$ cat src/rtl/int_sequencer.sv
// int_sequencer: interrupt entry sequencer for an 8-bit CPU core.
//
// When control signals an instruction boundary and an interrupt is pending, the
// sequencer takes over the memory bus for five cycles. It pushes PCH, PCL and P
// (B = 0, bit 5 = 1) onto the stack page, then fetches the 16-bit vector. In the
// final cycle it loads the PC, loads S, sets the I flag, and acknowledges the
// IRQ channel that was taken.
//
// Optional feature macro: INT_SEQ_NMI_EN
//   defined   : falling-edge NMI detection; NMI has priority over every IRQ.
//   undefined : nmi_n is ignored and no NMI logic exists.
//
// Ports
//   clk, rst_n         clock; synchronous active-low reset
//   irq_req, irq_mask  level IRQ requests and per-channel mask (1 = masked)
//   nmi_n              NMI request, falling-edge sensitive
//   i_flag             P[2]; blocks IRQs (not NMI) when set
//   instr_boundary     one-cycle fetch-boundary pulse from control
//   pc_in, p_in, sp_in current PC, P and S, sampled on accept
//   mem_rdata          read data, valid in the same cycle as mem_addr
//   mem_addr, mem_wdata, mem_rw   bus request (mem_rw: 1 = read, 0 = write)
//   busy               high in every cycle of the sequence
//   pc_out/pc_ld, sp_out/sp_ld, set_i   register-file updates, final cycle only
//   irq_ack            one-hot acknowledge of the IRQ channel taken
module int_sequencer #(
    parameter int unsigned NUM_IRQ    = 4,
    parameter logic [15:0] VEC_BASE   = 16'hFFFE,
    parameter logic [15:0] NMI_VEC    = 16'hFFFA,
    parameter logic [7:0]  STACK_PAGE = 8'h01
) (
    input  logic               clk,
    input  logic               rst_n,
    input  logic [NUM_IRQ-1:0] irq_req,
    input  logic [NUM_IRQ-1:0] irq_mask,
    input  logic               nmi_n,
    input  logic               i_flag,
    input  logic               instr_boundary,
    input  logic [15:0]        pc_in,
    input  logic [7:0]         p_in,
    input  logic [7:0]         sp_in,
    input  logic [7:0]         mem_rdata,
    output logic [15:0]        mem_addr,
    output logic [7:0]         mem_wdata,
    output logic               mem_rw,
    output logic               busy,
    output logic [15:0]        pc_out,
    output logic               pc_ld,
    output logic [7:0]         sp_out,
    output logic               sp_ld,
    output logic               set_i,
    output logic [NUM_IRQ-1:0] irq_ack
);

    typedef enum logic [2:0] {
        StIdle,
        StPushPch,
        StPushPcl,
        StPushP,
        StVecLo,
        StVecHi
    } state_e;

    state_e state_q;

    // Context latched on accept; sp_q always holds the next push address.
    logic [15:0]        pc_q;
    logic [7:0]         p_q;
    logic [7:0]         sp_q;
    logic [15:0]        vec_q;
    logic [NUM_IRQ-1:0] ack_src_q;
    logic [7:0]         vec_lo_q;

    // Registered outputs.
    logic [15:0]        mem_addr_q;
    logic [7:0]         mem_wdata_q;
    logic               mem_rw_q;
    logic               busy_q;
    logic               pc_ld_q;
    logic [7:0]         sp_out_q;
    logic               sp_ld_q;
    logic               set_i_q;
    logic [NUM_IRQ-1:0] irq_ack_q;

    logic [NUM_IRQ-1:0] irq_active;
    logic [2:0]         irq_idx;
    logic [NUM_IRQ-1:0] irq_onehot;
    logic [15:0]        irq_vec;
    logic               irq_pending;
    logic               nmi_pending;
    logic               pending;
    logic               accept;

    assign irq_active = irq_req & ~irq_mask;

    // Lowest asserted unmasked channel wins: scan downward so lower indices overwrite.
    always_comb begin
        irq_idx = 3'd0;
        for (int k = int'(NUM_IRQ) - 1; k >= 0; k--) begin
            if (irq_active[k]) begin
                irq_idx = 3'(k);
            end
        end
    end

    always_comb begin
        irq_onehot = '0;
        for (int k = 0; k < int'(NUM_IRQ); k++) begin
            irq_onehot[k] = (irq_idx == 3'(k));
        end
    end

    // Channel k vectors through VEC_BASE - 2*k.
    assign irq_vec     = VEC_BASE - {12'd0, irq_idx, 1'b0};
    assign irq_pending = ~i_flag & (|irq_active);
    assign pending     = nmi_pending | irq_pending;
    assign accept      = (state_q == StIdle) & instr_boundary & pending;

`ifdef INT_SEQ_NMI_EN
    logic nmi_prev_q;
    logic nmi_pending_q;
    logic nmi_pending_d;
    logic nmi_fall;

    assign nmi_fall = nmi_prev_q & ~nmi_n;
    // NMI always wins when pending, so any accept consumes it; a new edge in the
    // same cycle re-arms it for the following boundary.
    assign nmi_pending_d = (nmi_pending_q & ~accept) | nmi_fall;
    assign nmi_pending   = nmi_pending_q;

    always_ff @(posedge clk) begin
        if (!rst_n) begin
            nmi_prev_q    <= 1'b1;
            nmi_pending_q <= 1'b0;
        end else begin
            nmi_prev_q    <= nmi_n;
            nmi_pending_q <= nmi_pending_d;
        end
    end
`else
    logic unused_nmi_n;
    assign unused_nmi_n = nmi_n;
    assign nmi_pending  = 1'b0;
`endif

    // Outputs are registered: each branch loads the values for the state it enters.
    always_ff @(posedge clk) begin
        if (!rst_n) begin
            state_q     <= StIdle;
            pc_q        <= '0;
            p_q         <= '0;
            sp_q        <= '0;
            vec_q       <= '0;
            ack_src_q   <= '0;
            vec_lo_q    <= '0;
            mem_addr_q  <= '0;
            mem_wdata_q <= '0;
            mem_rw_q    <= 1'b1;
            busy_q      <= 1'b0;
            pc_ld_q     <= 1'b0;
            sp_out_q    <= '0;
            sp_ld_q     <= 1'b0;
            set_i_q     <= 1'b0;
            irq_ack_q   <= '0;
        end else begin
            mem_addr_q  <= '0;
            mem_wdata_q <= '0;
            mem_rw_q    <= 1'b1;
            pc_ld_q     <= 1'b0;
            sp_out_q    <= '0;
            sp_ld_q     <= 1'b0;
            set_i_q     <= 1'b0;
            irq_ack_q   <= '0;
            unique case (state_q)
                StIdle: begin
                    if (accept) begin
                        state_q     <= StPushPch;
                        busy_q      <= 1'b1;
                        pc_q        <= pc_in;
                        // Pushed P carries B = 0 and the always-one bit 5.
                        p_q         <= (p_in & 8'hEF) | 8'h20;
                        sp_q        <= sp_in - 8'd1;
                        vec_q       <= nmi_pending ? NMI_VEC : irq_vec;
                        ack_src_q   <= nmi_pending ? '0 : irq_onehot;
                        mem_addr_q  <= {STACK_PAGE, sp_in};
                        mem_wdata_q <= pc_in[15:8];
                        mem_rw_q    <= 1'b0;
                    end
                end
                StPushPch: begin
                    state_q     <= StPushPcl;
                    mem_addr_q  <= {STACK_PAGE, sp_q};
                    mem_wdata_q <= pc_q[7:0];
                    mem_rw_q    <= 1'b0;
                    sp_q        <= sp_q - 8'd1;
                end
                StPushPcl: begin
                    state_q     <= StPushP;
                    mem_addr_q  <= {STACK_PAGE, sp_q};
                    mem_wdata_q <= p_q;
                    mem_rw_q    <= 1'b0;
                    sp_q        <= sp_q - 8'd1;
                end
                StPushP: begin
                    state_q    <= StVecLo;
                    mem_addr_q <= vec_q;
                end
                StVecLo: begin
                    state_q    <= StVecHi;
                    vec_lo_q   <= mem_rdata;
                    mem_addr_q <= vec_q + 16'd1;
                    pc_ld_q    <= 1'b1;
                    sp_ld_q    <= 1'b1;
                    set_i_q    <= 1'b1;
                    sp_out_q   <= sp_q;
                    irq_ack_q  <= ack_src_q;
                end
                StVecHi: begin
                    state_q <= StIdle;
                    busy_q  <= 1'b0;
                end
                default: begin
                    state_q <= StIdle;
                    busy_q  <= 1'b0;
                end
            endcase
        end
    end

    assign mem_addr  = mem_addr_q;
    assign mem_wdata = mem_wdata_q;
    assign mem_rw    = mem_rw_q;
    assign busy      = busy_q;
    // High vector byte arrives in the same cycle it is addressed.
    assign pc_out    = pc_ld_q ? {mem_rdata, vec_lo_q} : 16'h0000;
    assign pc_ld     = pc_ld_q;
    assign sp_out    = sp_out_q;
    assign sp_ld     = sp_ld_q;
    assign set_i     = set_i_q;
    assign irq_ack   = irq_ack_q;

endmodule

$ cat config.mk
export PLATFORM = sky130hd
export DESIGN_NAME = int_sequencer
export DESIGN_NICKNAME = d
export VERILOG_FILES = /design/src/rtl/int_sequencer.sv
export SDC_FILE = /design/constraint.sdc
export NUM_CORES = 1
export LEC_CHECK = 0
export ABC_AREA = 1
export CORE_UTILIZATION = 45
export CTS_CLUSTER_SIZE = 40
export DETAILED_ROUTE_END_ITERATION = 10
export PLACE_DENSITY_LB_ADDON = 0.08
export RECOVER_POWER = 100
export SYNTH_ARGS = -nofsm -noshare
export SYNTH_HDL_FRONTEND = slang
export SYNTH_SLANG_ARGS = --single-unit
$ cat constraint.sdc
create_clock -name clk -period 2.4 [get_ports clk]
set_clock_uncertainty 0.05 [all_clocks]
set_input_delay 0.48 -clock clk [delete_from_list [all_inputs] [get_ports clk]]
set_output_delay 0.48 -clock clk [all_outputs]
set_load 0.01 [all_outputs]
==> results of run 1 <==
## sequential cells by signal (all words and copies together) (netlist names)
| name | count |
|---|---|
| ack_src_q | 4 |
| busy | 1 |
| irq_ack | 4 |
| mem_addr | 10 |
| mem_rw | 1 |
| mem_wdata | 8 |
| p_q | 7 |
| pc_q | 8 |
| set_i | 1 |
| sp_out | 8 |
| sp_q | 8 |
| state_q | 3 |
| vec_lo_q | 8 |
| vec_q | 2 |
## metal layers
layer	vias up	GRT usage, %	part of all wire, %
met5	-	0	0
met3	9	3.79	4.6
met2	75	37.6	48
met1	1315	25.6	45
li1	1516	-	-
met4	0	10.5	1.7
## final cells by class
class / count / area share [%]
Sequential cell: 73 / 33.6
Multi-Input combinational cell: 264 / 28.6
Timing Repair Buffer: 113 / 25.8
Inverter: 65 / 5.61
Clock buffer: 10 / 3.16
Tap cell: 80 / 2.30
Clock inverter: 6 / 0.978
## critical path, cell delays in order
cell and delay, ps:
clkdlybuf4s50_1 470, nand2_1 50, inv_1 50, dlygate4sd3_1 600
## worst max path at each step
stage                       to  cells past startpoint
global route           sp_q[6]                     14
detailed placement     sp_q[4]                      9
finish              pc_out[13]                      4
global placement       sp_q[4]                      9
floorplan              sp_q[4]                     13
CTS                  pc_out[7]                      3
## kinds of logic after synthesis
logic type	Yosys count	share of synthesized area, %
AO/OA/AOI/OAI	68	12.1
flip-flops	73	46.6
buffers and inverters	90	13.3
AND/OR/NAND/NOR	195	27.6
adder cells (fa/ha/maj)	1	0.399
## report_power, final
part           switching, mW  internal (mW)  total, mW
combinational          0.749          0.450       1.20
sequential             0.104           1.39       1.49
clock                  0.471          0.405      0.875
total                   1.32           2.25       3.57
## placed cells by master (no fill, tap or decap)
master / netlist / layout
a21oi_1: 15 / 15
a31oi_1: 15 / 15
buf_12: 1 / 1
buf_4: 11 / 4
clkbuf_2: 0 / 2
clkbuf_8: 0 / 10
clkdlybuf4s50_1: 0 / 49
clkinv_1: 0 / 1
clkinv_2: 0 / 2
clkinv_4: 0 / 1
clkinvlp_4: 0 / 2
dfxtp_1: 73 / 72
dfxtp_2: 0 / 1
dlygate4sd3_1: 0 / 57
ha_1: 1 / 1
inv_1: 62 / 62
inv_2: 3 / 2
inv_6: 0 / 1
nand2_1: 87 / 88
nand2_2: 8 / 7
nand2_4: 3 / 3
nand3_1: 20 / 20
nand3_4: 1 / 1
nand3b_1: 2 / 2
nand4_1: 2 / 2
nor2_1: 66 / 67
nor2_2: 1 / 1
nor2_4: 3 / 2
nor3_4: 1 / 1
o21ai_0: 28 / 33
o21ai_1: 6 / 2
o21ai_4: 1 / 1
o21bai_1: 1 / 1
o22ai_1: 1 / 1
or2_2: 1 / 1
## synthesized netlist by cell type, types with 3 or more instances
library cell  instances  area, sq um
nand2_1              87          327
dfxtp_1              73         1460
nor2_1               66          248
inv_1                62          233
o21ai_0              28          140
nand3_1              20          100
a21oi_1              15         75.1
a31oi_1              15         93.8
buf_4                11         82.6
nand2_2               8         50.1
clkbuf_1              7         26.3
o21ai_1               6         30.0
inv_2                 3         11.3
nand2_4               3         33.8
nor2_4                3         33.8
## stage by stage
step | instances | worst slack, ps | util (%) | total power [mW]
after global routing | 611 | 73.5 | 64.4 | 3.83
after detailed placement | 595 | 162 | 62.0 | 2.76
after floorplan | 427 | 540 | - | 2.43
final | 611 | 209 | 64.4 | 3.57
after global placement | 595 | 188 | 62.0 | 2.72
after CTS | 611 | 71.2 | 64.6 | 3.64
## timing repair
action | CTS | global route
hold buffers | 0 | 0
resized for setup | 0 | 1
endpoints found under the setup margin | 0 | 15
buffers inserted | 0 | 0
==> out/metrics.cfg, run 1 <==
[critical_path]
critPathLaunchType = primary input
cp.required_ps = 1870
arrival_ps = 1660
r2r-start = state_q[0]
r2r_slack_ps = 240
r2r-end = sp_q[6]
cp_max_fo = 2
crit_type = primary input to primary output
cp-startpoint = mem_rdata[5]
end_kind = primary output
r2r_cells = 14

[cts]
htree_levels = 3
worstSkewPairLatency_ps = 350
clockBufferDepth = 2
clockRootBuffer = clkbuf_8
cts_buffers = 9
cts_tree = done
cts_sinks = 73
cts.clk_slew.worst_paths_ps = 90

[logic_synthesis]
synth_cell_types = 31
synth_nets = 481
synth_edf_count = 0
synth_area_sq_um = 3130
ys.flop_type = dfxtp_1
ys_warn_count = 0
synth_cells = 427
synthArstFlopShare_pct = 0
ys_seq_elements = 73
syn_area_per_cell_sq_um = 7.34
seq_area_frac_synth_pct = 46.6

[floorplanning]
die_w_um = 85.5
initial_core_util_pct = 46.4
ios = 110
chipHeight_um = 85.5
rows = 30
core_sq_um = 6760
dieArea_sq_um = 7300

[layout]
area_growth_pct = 38.8
n_antenna_cell = 0
seq_area_sq_um = 1460
nets = 580
multi_input_area_sq_um = 1240
drive_above_1_share_pct = 8.10
fill_cells = 622
final_area_sq_um = 4350

[drt]
via_per_inst = 4.77
drtPass1Iterations = 6
drc = 0
vias = 2915
ant_nets = 0
wl_per_cell_um = 12.0
routed_wl_um = 7340
dr.first_iter.drc_count = 92

[outcome]
status = finished clean

[placed_design]
hpwl_um = 5150
gp_congestion = 0.836
place_area_sq_um = 4190
portBuffers = 106

[power_and_ir_drop]
peakVddDrop_uv = 501
p_leak_nw = 2.07
power_density_nw_per_um2 = 820

[timing]
hold_viol = 0
rsz0062_at_grt = false
max_slew.worst_pin.slew_ps = 750
slew_viol_final = 0
fmax_ghz = 0.456
max_slew_margin_pct = 49.7
tns_ps = 0
fin_crit_sh_pct = 91.3
fin_hold_ws_ps = 368
finalSetupViolCount = 0
fin_crit_ps = 2190

[grt]
grt_use_total_pct = 21.6
antenna_found_initial = 0
overflow = 0
grt_pass1_vias = 2753
grt_max_degree = 25
grt_pass1_wl_um = 12400

[hold_path]
min_to = irq_ack[0]
hold_depth = 2
worstHoldStart = ack_src_q[0]
min_path_type = flip-flop to flip-flop

[job]
cap_violations = 0

Note: power is estimated with default switching activity, not from simulation.
==> run 2: changes to the inputs <==
Settings changed: TNS_END_PERCENT set to 1.
==> results of run 2 <==
Same layout as run 1: the final DEF is identical, and so are final timing and power.
==> run 3: changes to the inputs <==
Settings changed: SLEW_MARGIN set to 10.
==> results of run 3 <==
Same layout as run 1: the final DEF is identical, and so are final timing and power.
